$ cat src/rtl/axi_logger_ctrl_pkg.sv
// Shared types and sizing helpers for the AXI logger run-control sequencer.
package axi_logger_ctrl_pkg;

    typedef enum logic [2:0] {
        CLEARING   = 3'd0,
        WAIT_READY = 3'd1,
        IDLE       = 3'd2,
        LOGGING    = 3'd3,
        STOPPED    = 3'd4
    } state_t;

    // Width of a counter that must be able to hold the value clear_min_cycles.
    function automatic int clr_cnt_bitw(input int clear_min_cycles);
        return $clog2(clear_min_cycles + 1);
    endfunction

endpackage

$ cat src/rtl/axi_logger_ctrl.sv
// Run-control sequencer for a bank of AXI BRAM loggers: clear, wait for ready,
// start/stop logging, sticky full tracking and a saturating logging-duration count.
module axi_logger_ctrl
    import axi_logger_ctrl_pkg::*;
#(
    parameter int NUM_LOGGERS      = 2,
    parameter int CLEAR_MIN_CYCLES = 4,
    parameter int DUR_CNT_BITW     = 32
) (
    input  logic                    Clk_CI,
    input  logic                    Rst_RBI,
    input  logic                    CmdStart_SI,
    input  logic                    CmdStop_SI,
    input  logic                    CmdClear_SI,
    input  logic                    StopOnFull_SI,
    input  logic [NUM_LOGGERS-1:0]  LoggerFull_SI,
    input  logic [NUM_LOGGERS-1:0]  LoggerReady_SI,
    output logic [NUM_LOGGERS-1:0]  LoggerClear_SO,
    output logic [NUM_LOGGERS-1:0]  LoggerEn_SO,
    output logic [2:0]              State_DO,
    output logic [NUM_LOGGERS-1:0]  FullMask_DO,
    output logic                    FullIrq_SO,
    output logic                    CmdErr_SO,
    output logic [DUR_CNT_BITW-1:0] DurCnt_DO
);

    localparam int CLR_CNT_BITW = clr_cnt_bitw(CLEAR_MIN_CYCLES);
    localparam logic [CLR_CNT_BITW-1:0] CLR_LAST  = CLR_CNT_BITW'(CLEAR_MIN_CYCLES);
    localparam logic [CLR_CNT_BITW-1:0] CLR_FIRST = CLR_CNT_BITW'(1);
    localparam logic [DUR_CNT_BITW-1:0] DUR_ONE   = DUR_CNT_BITW'(1);

    state_t                  state_q, state_d;
    logic [CLR_CNT_BITW-1:0] clr_cnt_q, clr_cnt_d;
    logic                    clear_q, clear_d;
    logic                    en_q, en_d;
    logic [NUM_LOGGERS-1:0]  mask_q, mask_d;
    logic                    irq_q, irq_d;
    logic                    err_q, err_d;
    logic [DUR_CNT_BITW-1:0] dur_q, dur_d;

    // Commands are one-cycle pulses sampled on every edge; the bank counts as
    // ready only when every LoggerReady bit is high. Priority: clear > stop > start.
    logic do_clear, do_stop, do_start, any_cmd, clear_ok;
    assign do_clear = CmdClear_SI;
    assign do_stop  = CmdStop_SI & ~CmdClear_SI;
    assign do_start = CmdStart_SI & ~CmdStop_SI & ~CmdClear_SI;
    assign any_cmd  = CmdStart_SI | CmdStop_SI | CmdClear_SI;
    assign clear_ok = (state_q == IDLE) || (state_q == LOGGING) || (state_q == STOPPED);

    always_comb begin
        state_d   = state_q;
        clr_cnt_d = clr_cnt_q;
        clear_d   = 1'b0;
        en_d      = 1'b0;
        mask_d    = mask_q;
        dur_d     = dur_q;
        err_d     = 1'b0;

        if (state_q == LOGGING || state_q == STOPPED) begin
            mask_d = mask_q | LoggerFull_SI;
        end

        case (state_q)
            CLEARING: begin
                mask_d = '0;
                dur_d  = '0;
                err_d  = any_cmd;
                if (clr_cnt_q >= CLR_LAST) begin
                    state_d = WAIT_READY;
                end else begin
                    clear_d   = 1'b1;
                    clr_cnt_d = clr_cnt_q + CLR_FIRST;
                end
            end
            WAIT_READY: begin
                err_d = any_cmd;
                if (&LoggerReady_SI) begin
                    state_d = IDLE;
                end
            end
            IDLE: begin
                if (do_start) begin
                    state_d = LOGGING;
                    en_d    = 1'b1;
                end
            end
            LOGGING: begin
                if (dur_q != '1) begin
                    dur_d = dur_q + DUR_ONE;
                end
                if (do_stop || (StopOnFull_SI && |LoggerFull_SI)) begin
                    state_d = STOPPED;
                end else begin
                    en_d = 1'b1;
                end
            end
            STOPPED: begin
                if (do_start) begin
                    if (StopOnFull_SI && |mask_q) begin
                        err_d = 1'b1;
                    end else begin
                        state_d = LOGGING;
                        en_d    = 1'b1;
                    end
                end
            end
            default: begin
                state_d   = CLEARING;
                clr_cnt_d = '0;
            end
        endcase

        // The entry cycle already drives clear high, so it counts as the first clear cycle.
        if (do_clear && clear_ok) begin
            state_d   = CLEARING;
            clear_d   = 1'b1;
            en_d      = 1'b0;
            clr_cnt_d = CLR_FIRST;
            mask_d    = '0;
            dur_d     = '0;
        end

        irq_d = (mask_q == '0) && (mask_d != '0);
    end

    always_ff @(posedge Clk_CI or negedge Rst_RBI) begin
        if (!Rst_RBI) begin
            state_q   <= CLEARING;
            clr_cnt_q <= '0;
            clear_q   <= 1'b0;
            en_q      <= 1'b0;
            mask_q    <= '0;
            irq_q     <= 1'b0;
            err_q     <= 1'b0;
            dur_q     <= '0;
        end else begin
            state_q   <= state_d;
            clr_cnt_q <= clr_cnt_d;
            clear_q   <= clear_d;
            en_q      <= en_d;
            mask_q    <= mask_d;
            irq_q     <= irq_d;
            err_q     <= err_d;
            dur_q     <= dur_d;
        end
    end

    assign LoggerClear_SO = {NUM_LOGGERS{clear_q}};
    assign LoggerEn_SO    = {NUM_LOGGERS{en_q}};
    assign State_DO       = state_q;
    assign FullMask_DO    = mask_q;
    assign FullIrq_SO     = irq_q;
    assign CmdErr_SO      = err_q;
    assign DurCnt_DO      = dur_q;

endmodule
$ cat config.mk
export PLATFORM = sky130hd
export DESIGN_NAME = axi_logger_ctrl
export DESIGN_NICKNAME = d
export VERILOG_FILES = /design/src/rtl/axi_logger_ctrl_pkg.sv /design/src/rtl/axi_logger_ctrl.sv
export SDC_FILE = /design/constraint.sdc
export NUM_CORES = 1
export LEC_CHECK = 0
export CORE_MARGIN = 4
export CORE_UTILIZATION = 44
export CTS_CLUSTER_DIAMETER = 200
export CTS_CLUSTER_SIZE = 8
export DETAILED_ROUTE_END_ITERATION = 6
export GPL_ROUTABILITY_DRIVEN = 1
export PLACE_DENSITY = 0.69
export SLEW_MARGIN = 20
export SYNTH_ARGS = -nofsm -noshare
export SYNTH_HDL_FRONTEND = slang
export SYNTH_SLANG_ARGS = --single-unit
export TNS_END_PERCENT = 20
$ cat constraint.sdc
create_clock -name Clk_CI -period 2.9 [get_ports Clk_CI]
set_input_delay 0.58 -clock Clk_CI [delete_from_list [all_inputs] [get_ports Clk_CI]]
set_output_delay 0.58 -clock Clk_CI [all_outputs]
set_load 0.1 [all_outputs]
Word level (Yosys, flattened, before mapping)
Index checks and enable logic that the tools add are counted.

Reductions and logical operators: 20. Bitwise logic cells: 8. Add/subtract/negate cells: 2. Equality and inequality tests: 14. Magnitude comparators: 1. Muxes and demuxes: 29.

Operator list (number): $mux 32 (2); $pmux 32 s2 (1); $add 32x1->32 const B (1); $ne 32x32->1 const B (1); $mux 3 (9); $pmux 3 s5 (1); $mux 1 (10); $ne 3x2->1 const B (3); $ne 3x3->1 const B (3); $eq 3x2->1 const B (2); $mux 2 (3); $ne 3x1->1 const B (2); $pmux 3 s2 (1); $reduce_and 2->1 (3); $reduce_and 6->1 (1); $reduce_or 2->1 (3); $logic_and 1x1->1 (4); $logic_or 1x1->1 (4); $reduce_or 4->1 (1); $add 3x1->3 const B (1); $and 1x1->1 (3); $eq 3x1->1 const B (1); $eq 3x3->1 const B (1); $ge 3x3->1 const B (1); other kinds (10) (12).

Output and inout port bits: 43. Word-level logic and storage cells: 82. Bits in registers: 44. Input bits: 10.

Logic depth before layout (Yosys ltp)
Gate-level depths: netlist (run 1).

Word-level depth: 7. Depth in mapped cells: 8. Gate-level depth less buffers: 6.

Worst setup path before layout (run 1)
Ideal clock, no wire load.

Kind: flip-flop to flip-flop. Start point: register dur_q[0], in the netlist DurCnt_DO[0]. End point: register dur_q[18], in the netlist DurCnt_DO[18]. Setup slack: 0.026 ns. Library setup time: 0.120 ns. Data arrival time: 2.754 ns. Clock period less this slack: 2.874 ns. Buffers on the path: 0. Cell stages (with the launch flop): 7. Data required time: 2.780 ns. Cells stage by stage: dfrtp_1 > ha_1 > nand3_2 > or2_4 > or4_4 > a211o_1 > a21o_1.

Longest elaborated chain between the ends: 4. Elaborated cells between the ends (all ways): 7. Classes of those cells: add/sub: 1; eq/ne: 2; mux: 3; reduce/logical: 1.

RTL lines: start: declaration (line axi_logger_ctrl.sv:39) `logic [DUR_CNT_BITW-1:0] dur_q, dur_d;`; start signal: assignment (line axi_logger_ctrl.sv:144) `dur_q <= dur_d;`; $add 32x1->32 (line axi_logger_ctrl.sv:89) `dur_d = dur_q + DUR_ONE;`; $mux 32 (line axi_logger_ctrl.sv:88) `if (dur_q != '1) begin`; $pmux 32 s2 (line axi_logger_ctrl.sv:63) `case (state_q)`; $mux 32 (line axi_logger_ctrl.sv:114) `if (do_clear && clear_ok) begin`.

Parallel ways exist; a longest one is shown, timed or not. The select of a mux whose other input is x is not followed. A chain may end at the register's enable or synchronous reset.

Worst setup path after layout (run 1)
Start point: register dur_q[16], in the netlist DurCnt_DO[16]. End point: register dur_q[4], in the netlist DurCnt_DO[4].

Longest elaborated chain between the ends: 3.

RTL lines (line): $ne 32x32->1 (axi_logger_ctrl.sv:88); $ne 3x1->1 (no line); $reduce_and 2->1 (no line).

Every way passes these cells.

==> results summary, run 1 <==
The flow ran to the end, and the final reports show no timing, DRC or antenna violations. The cell family contributing the most delay on the critical path is simple AND/OR/NAND/NOR gates. The worst reg2reg path depth is 6. Data arrives at the worst endpoint at 2.63 ns. The cell at the root of the clock tree is clkbuf_8. The post-synthesis register bit count is 44. The placed instance count is 422. The sort of element at the end of the critical path is a flip-flop. The net count after synthesis is 322. The residual overflow from global routing is 0. The transition at the pin with the smallest max-transition slack came out at 0.827 ns. In this run switching power makes up 49.1% of total power. The parity-gate share of the synthesized area counting xor and xnor cells is 0.318%. The mean cell area of the mapped netlist came out at 8.90 µm². The final-layout worst hold slack is 0.269 ns.

The maximum number of pins on one net before global-route repair came out at 45. The max-slew violation count came out at 0. The final number of hold-violating endpoints is 0.

The static leakage came out at 1.52 nW. The global routing usage on met1 is 30.6%. The clock period minus final worst setup slack is 2.43 ns. Clock-pin slew was measured on the worst setup and hold paths at 0.08 ns. Clock tree synthesis found a total of 44 sinks. The post-synthesis compound-gate area fraction is 23.7%. In the routed design, unresolved DRC markers number 0.

STA classifies the critical path startpoint as a flip-flop. The internal power contribution is 1.18 mW. The via count of the first global-routing pass was 2452. The number of search-and-repair iterations in the first detailed-routing pass came out at 4. The maximum frequency from static timing analysis is 411 MHz.

The count of buffering cells on the critical path with inverters included came out at 1. The starting utilization of the core area came out at 45.9%. The global routing stage identified its most utilized layer as met1. The via density per instance came out at 6.23. Post-CTS repair changed the size of 0 cells. During synthesis, Yosys emitted a total of 0 warnings. In the final routed layout, each cell accounts on average for 17.3 µm.

The global placer's final weighted congestion came out at 0.794. The number of buffers inserted during clock tree synthesis is 5. After synthesis, the largest family of logic cells by area is simple AND/OR/NAND/NOR gates. The async set or reset register ratio after synthesis came out at 100%. The maximum VDD drop is 0.000684 V. Among all flip-flop cells after synthesis, the most frequent one is dfrtp_1. The final worst-path setup slack came out at 0.468 ns. The number of enable-type register cells in the synthesized netlist is 0. The global-route wire length before repair is 12.4 mm. The width of the die is 87.1 µm. The number of diodes added for antenna fixing came out at 0. The area share of and/or/nand/nor cells after synthesis came out at 27.3%.

The number of antenna violations at the first check in global routing is 0. The sequential share of the synthesized area came out at 40.0%. The number of endpoints failing setup at the final stage is 0. The chip height came out at 87.1 µm.

The number of buffers inserted for hold repair after clock tree synthesis is 0. In the post-synthesis netlist, the biggest area contributors are dfrtp_1 (40%), nand2_1 (4.0%), o31ai_1 (3.8%). The worst flop-to-flop path endpoint is DurCnt_DO[4]$_DFFE_PN0P_. The worst register-to-register path begins at DurCnt_DO[16]$_DFFE_PN0P_.

dfrtp_1 takes more of the synthesized area than any other cell. The share of power burned in the clock network came out at 17.3%. The biggest fanout along the worst timing path is 11. Compared with the post-synthesis result, the final layout area differs by 20.0%. The tool flagged a number of max-cap violations equal to 0. At the end of the flow, the number of nets in the layout was 367. The met3 routing resource usage after global routing came out at 3.97%.

The accumulated negative setup slack is 0 ns. Headroom to the max-slew limit came out at 44.5%. The number of vias in the routed layout is 2681.

The power dissipated by switching net loads is 1.14 mW. The worst setup path is of the flip-flop to flip-flop kind. Detailed placement finished with a half-perimeter wire length of 5.23 mm. Buffers placed on the I/O ports in this run total 52. Walking the worst path, the cells encountered are nand4_2, nor4_4, and4b_1, buf_4, o31ai_1, o31ai_1. The number of distinct library cells after synthesis came out at 60. The most common cell in the synthesized netlist is dfrtp_1. The worst reg-to-reg setup slack is 0.47 ns.

The number of primary I/O pins is 53. The proportion of layout cells with a drive suffix above 1 is 21.7%. The worst endpoint required time came out at 3.09 ns. The number of rows created at floorplan is 28. Summing the areas of all fa, ha and maj instances in the mapped netlist gives 1.36% of the synthesized area. The slowest stage of the critical path belongs to the cell and4b_1. The tightest min-delay check is of the primary input to async pin type. The met2 capacity usage during global routing is 29.5%. The count of mapped cells out of synthesis is 309. The total core area is 5990 µm². Once detail routing completed, the nets flagged for antenna violations numbered 0. Setup repair after global routing left no endpoint under its margin. The post-placement worst setup slack is 0.374 ns.

Sequential cells account for 34.0% of the total power. The maximum single-stage delay on the critical path came out at 0.59 ns. By count the netlist is led by dfrtp_1 (44), nand2_1 (29), nor2_1 (17). The number of DRC markers after the initial detailed-route iteration came out at 159. The clock latency at the later pin of the worst-skew pair came out at 0.30 ns. In this run the cell area of the synthesized design comes to 2750 µm². The number of post-CTS setup repair buffers came out at 0.

The wire length reported by the detailed router came out at 7.45 mm. Combinational logic is responsible for 48.7% of the overall power. The number of buffers on the longest clock path came out at 2. The area share of the largest cell type after synthesis came out at 40.0%. The worst path uses 83.9% of the clock period.

The setup clock skew after layout is 0.00940 ns. The number of cells in the finished layout apart from fillers came out at 430. The clock tree from TritonCTS is built. The H-tree generated during clock tree synthesis spans 2 levels. The total routing resource utilization after global routing came out at 20.4%. The die covers 7580 µm². The fraction of synthesized area in multiplexers came out at 1.55%. The power density over the cells came out at 701 nW/µm².

In this design, the critical path's most frequently occurring cell is o31ai_1.
[cell usage in the layout, fill, tap and decap left out, types with 7 or more instances in the layout]
cell type / count
buf_4: 53
dfrtp_1: 44
nand2_1: 29
nor2_1: 16
nand3_1: 16
a31oi_1: 16
o31ai_1: 14
nand4_1: 13
inv_1: 11
a21oi_1: 11
o21ai_0: 10
nor3_1: 10
clkdlybuf4s50_1: 8
and3_1: 7
nor4_1: 7
a211o_1: 7
[power by group through the flow]
| stage | sequential [mW] | clock, mW | combinational, mW |
|---|---|---|---|
| final | 0.786 | 0.401 | 1.13 |
| after global routing | 0.800 | 0.433 | 1.20 |
| after CTS | 0.785 | 0.408 | 1.13 |
| after detailed placement | 0.797 | 0 | 1.12 |
| after global placement | 0.792 | 0 | 1.12 |
| after floorplan | 1.05 | 0 | 0.601 |
[per-stage QoR]
stage | total power, mW | utilization (%) | cell area, µm²
final | 2.31 | 55.1 | 3300
after floorplan | 1.65 | - | 2750
after global placement | 1.91 | 53.6 | 3210
after CTS | 2.32 | 55.1 | 3300
after detailed placement | 1.92 | 53.6 | 3210
after global routing | 2.43 | 55.1 | 3300
[cell type report]
class / instances / area (µm²)
inverter: 11 / 41.3
timing repair buffer: 61 / 478
sequential: 44 / 1100
clock buffer: 8 / 90.1
tap: 75 / 93.8
fill: 572 / 2690
multi-input combinational: 231 / 1500
[logic make-up (layout without fill, tap and decap cells)]
group / Yosys count / count (layout)
adders and majority gates: 3 / 3
DFF: 44 / 44
xor gates and xnor gates: 1 / 1
buffers and inverters: 34 / 80
muxes: 4 / 4
and+or+nand+nor: 129 / 129
AOI/OAI and AO/OA: 94 / 94
[registers in the layout, summed over array words and instances (netlist names)]
signal and flops:
State_DO 3, CmdErr_SO 1, FullIrq_SO 1, clear_q 1, DurCnt_DO 32, FullMask_DO 2
clr_cnt_q 3, en_q 1
[worst reg2reg max path, cell delays in order (launching register included)]
cell and delay (ns):
dfrtp_1 0.48, nand4_2 0.21, nor4_4 0.56, and4b_1 0.59
buf_4 0.27, o31ai_1 0.10, o31ai_1 0.12
[layer usage]
layer	vias up	part of all wire (%)
met2	88	45
met4	0	0.79
met1	1310	48
li1	1279	-
met3	4	6.3
met5	-	0
[how the worst max path moves through the flow]
stage                              startpoint                   endpoint  cells past startpoint
floorplan            DurCnt_DO[0]$_DFFE_PN0P_  DurCnt_DO[18]$_DFFE_PN0P_                      6
global placement                  CmdClear_SI  DurCnt_DO[20]$_DFFE_PN0P_                      5
detailed placement                CmdClear_SI  DurCnt_DO[27]$_DFFE_PN0P_                      5
CTS                 DurCnt_DO[16]$_DFFE_PN0P_   DurCnt_DO[4]$_DFFE_PN0P_                      6
global route        DurCnt_DO[16]$_DFFE_PN0P_  DurCnt_DO[30]$_DFFE_PN0P_                      5
finish              DurCnt_DO[16]$_DFFE_PN0P_   DurCnt_DO[4]$_DFFE_PN0P_                      6
No activity file was read; power rests on OpenSTA's default activity.
==> run 2, diff against run 1 <==
--- a/config.mk
+++ b/config.mk
@@ -11,7 +11,7 @@
 export CTS_CLUSTER_SIZE = 8
 export DETAILED_ROUTE_END_ITERATION = 6
 export GPL_ROUTABILITY_DRIVEN = 1
-export PLACE_DENSITY = 0.69
+export PLACE_DENSITY = 0.72
 export SLEW_MARGIN = 20
 export SYNTH_ARGS = -nofsm -noshare
 export SYNTH_HDL_FRONTEND = slang
==> constraint.sdc (replaced) <==
create_clock -name Clk_CI -period 2.15 [get_ports Clk_CI]
set_input_delay 0.43 -clock Clk_CI [delete_from_list [all_inputs] [get_ports Clk_CI]]
set_output_delay 0.43 -clock Clk_CI [all_outputs]
set_load 0.1 [all_outputs]
==> results summary, run 2 (synthesis gave the netlist of run 1 again) <==
The final clock period utilization by the worst path came out at 97.1% (+13 points). The net count of the finished layout came out at 389 (+6.0%). The via density per instance came out at 6.05 (-3.0%). The biggest fanout along the worst timing path is 6 (-5). The final instance area is 3710 µm² (+13%). The H-tree depth came out at 2 (unchanged).

The number of buffers inserted for hold repair after clock tree synthesis is 0 (unchanged). Walking the worst path, the cells encountered are ha_4, nand3_4, or2_4, or4_4, a211o_1, a21o_1. The number of rows created at floorplan is 28 (unchanged). The class of the tightest hold or removal check is primary input to async pin. The maximum frequency from static timing analysis is 479 MHz (+17%). The number of vias in the routed layout came out at 2735 (+2.0%).

The via count of the first global-routing pass is 2609 (+6.4%). The layout filler cell count is 519 (-9.3%). The worst endpoint data arrival time came out at 2.29 ns (-0.34 ns).

The chip height is 87.1 µm (unchanged). The total core area came out at 5990 µm² (unchanged). The area after detailed placement came out at 3550 µm² (+11%). The most critical setup path has its endpoint at DurCnt_DO[18]$_DFFE_PN0P_.

The number of antenna violations at the first check in global routing came out at 0 (unchanged). The worst reg2reg path depth was 6 (unchanged). The count of buffering cells on the critical path with inverters included is 0 (-1). The clock-pin slew on the worst setup and hold paths is 0.09 ns (about the same). The worst register-to-register path ends at DurCnt_DO[18]$_DFFE_PN0P_.

The residual overflow from global routing is 0 (unchanged). The full die area came out at 7580 µm² (unchanged). The number of primary I/O pins came to 53 (unchanged). The post-placement worst setup slack came to 0.0313 ns (-0.342 ns). Setup repair after global routing could not meet its margin everywhere.

The combined area of the multi-input logic cells is 1570 µm² (+4.8%). The clock tree from TritonCTS is built. The flow ran to the end, and the final reports show no timing, DRC or antenna violations. The final antenna-violating net count came to 0 (unchanged). The setup clock skew after layout is 0.0111 ns (+0.00168 ns). The clock latency at the later pin of the worst-skew pair came out at 0.30 ns (about the same).

Broken down by cell family, the worst path's largest delay share belongs to simple AND/OR/NAND/NOR gates. The final worst-path setup slack was 0.0632 ns (-0.405 ns). The number of clock sinks is 44 (unchanged). The quantity of I/O buffers inserted on ports came out at 52 (unchanged). The classification of the worst setup path is flip-flop to flip-flop. The wire length reported by the detailed router came out at 7.45 mm (about the same). The maximum single-stage delay on the critical path came to 0.55 ns (-0.04 ns). The most common cell after layout, fill and taps aside is buf_4. The width of the die is 87.1 µm (unchanged). The starting utilization of the core area is 45.9% (unchanged). The clock period minus final worst setup slack is 2.09 ns (-0.345 ns). The final-layout worst hold slack is 0.0948 ns (-0.175 ns). The number of search-and-repair iterations in the first detailed-routing pass is 4 (unchanged). The number of buffers inserted during clock tree synthesis is 5 (unchanged). The worst endpoint required time was 2.35 ns (-0.74 ns).

The static leakage is 1.62 nW (+7.1%). The flip-flop count of the largest register after layout is 32 (unchanged). The sort of element at the end of the critical path is a flip-flop. The number of DRC markers after the initial detailed-route iteration came out at 131 (-18%).

The post-route DRC violation count came out at 0 (unchanged). The number of endpoints failing setup at the final stage is 0 (unchanged). The maximum number of pins on one net before global-route repair is 45 (unchanged).

The transition at the pin with the smallest max-transition slack is 0.445 ns (-0.381 ns). The final number of hold-violating endpoints came to 0 (unchanged). STA classifies the critical path startpoint as a flip-flop. The power density over the cells came out at 935 nW/µm² (+33%). The number of diodes added for antenna fixing came out at 0 (unchanged). The max-cap violation count is 0 (unchanged). The placed wire-length estimate is 5.40 mm (+3.4%).

Leaving out fill and tap cells, the most frequent cells in the layout are buf_4 (69), nand2_1 (29), dfrtp_4 (19). The cell at the root of the clock tree is clkbuf_8. The worst reg-to-reg setup slack came out at 0.06 ns (-0.40 ns). The total routing resource utilization after global routing is 20.6% (+0.20 points). The number of buffers on the longest clock path came out at 2 (unchanged). The proportion of layout cells with a drive suffix above 1 came out at 37.4% (+16 points).

Compared with the post-synthesis result, the final layout area differs by 35.1%. The number of stages on the worst setup path is 6 (unchanged). The critical path startpoint is DurCnt_DO[0]$_DFFE_PN0P_.

The maximum VDD drop is 0.000756 V (+11%). The global placer's final weighted congestion is 0.844 (+6.3%). The startpoint identified for the worst register-to-register timing path is DurCnt_DO[0]$_DFFE_PN0P_. The max-slew violation count is 0 (unchanged).

The global-route wire length before repair came to 12.5 mm (+0.78%). The worst max-slew margin expressed relative to the limit came out at 70.0% (+26 points). The master of the slowest instance on the critical path is or4_4. The wire length per cell after detailed routing is 16.5 µm (-4.9%). The area taken by flip-flops and latches came to 1190 µm² (+8.1%).
==> run 2: cell types whose count changed in the layout (fill, tap and decap cells not counted), moves of 4 or more <==
cell / previous run / this run
o31ai_1: 14 / 9
dfrtp_4: 0 / 19
dfrtp_2: 0 / 14
buf_4: 53 / 69
dfrtp_1: 44 / 11
o31ai_2: 0 / 5
buf_12: 0 / 4
==> run 2: worst min-delay path by stage <==
stage,end,slack (ns),depth (start not counted)
after floorplan,CmdErr_SO$_DFF_PN0_,0.13,0
after global placement,DurCnt_DO[5]$_DFFE_PN0P_,0.43,2
after detailed placement,DurCnt_DO[5]$_DFFE_PN0P_,0.43,2
after CTS,DurCnt_DO[12]$_DFFE_PN0P_,0.10,2
after global routing,DurCnt_DO[1]$_DFFE_PN0P_,0.10,2
final,DurCnt_DO[1]$_DFFE_PN0P_,0.09,2
==> run 2: report_power, final <==
part,switching [mW],leakage [nW],internal [mW]
registers,0.104,0.540,0.938
clock network,0.300,0.0645,0.410
logic,1.18,1.02,0.545
total,1.58,1.62,1.89
==> run 2: area by class of cell <==
| cell class | count | share of cell area (%) |
|---|---|---|
| Inverter | 11 | 1.11 |
| Timing Repair Buffer | 83 | 18.7 |
| Multi-Input combinational cell | 231 | 42.2 |
| Sequential cell | 44 | 32.0 |
| Clock inverter | 1 | 0.808 |
| Clock buffer | 7 | 2.59 |
| Tap cell | 75 | 2.53 |
==> run 2: worst reg2reg max path, delay by kind of cell, from the launching register on <==
family / cells / cell delay [ns]
compound gates: 2 / 0.46
flops: 1 / 0.46
fa+ha+maj: 1 / 0.18
simple gates: 3 / 0.91
==> run 2: repair_timing <==
item                       CTS  global route
setup buffers                0             0
resized for setup            0             8
setup endpoints to repair    0             8
==> run 2: metal layers <==
| metal | global-route usage [%] | vias up | wire, µm |
|---|---|---|---|
| li1 | - | 1323 | - |
| met1 | 26.9 | 1299 | 3220 |
| met2 | 33.5 | 98 | 3570 |
| met3 | 3.97 | 15 | 497 |
| met4 | 8.22 | 0 | 153 |
| met5 | 0 | - | 0 |
==> run 2: per-stage QoR <==
stage / total power, mW / util [%] / TNS [ns] / std cells
after CTS: 3.47 / 61.4 / 0 / 452
after global placement: 2.75 / 59.3 / 0 / 444
after floorplan: 2.26 / - / -0.401 / 309
after global routing: 3.67 / 62.0 / -0.0101 / 452
final: 3.47 / 62.0 / 0 / 452
after detailed placement: 2.76 / 59.3 / 0 / 444
==> run 3, diff against run 2 <==
--- a/config.mk
+++ b/config.mk
@@ -7,7 +7,7 @@
 export LEC_CHECK = 0
 export CORE_MARGIN = 4
 export CORE_UTILIZATION = 44
-export CTS_CLUSTER_DIAMETER = 200
+export CTS_CLUSTER_DIAMETER = 50
 export CTS_CLUSTER_SIZE = 8
 export DETAILED_ROUTE_END_ITERATION = 6
 export GPL_ROUTABILITY_DRIVEN = 1
==> results of run 3 <==
The final DEF is identical to that of run 2; final timing and power are the same.
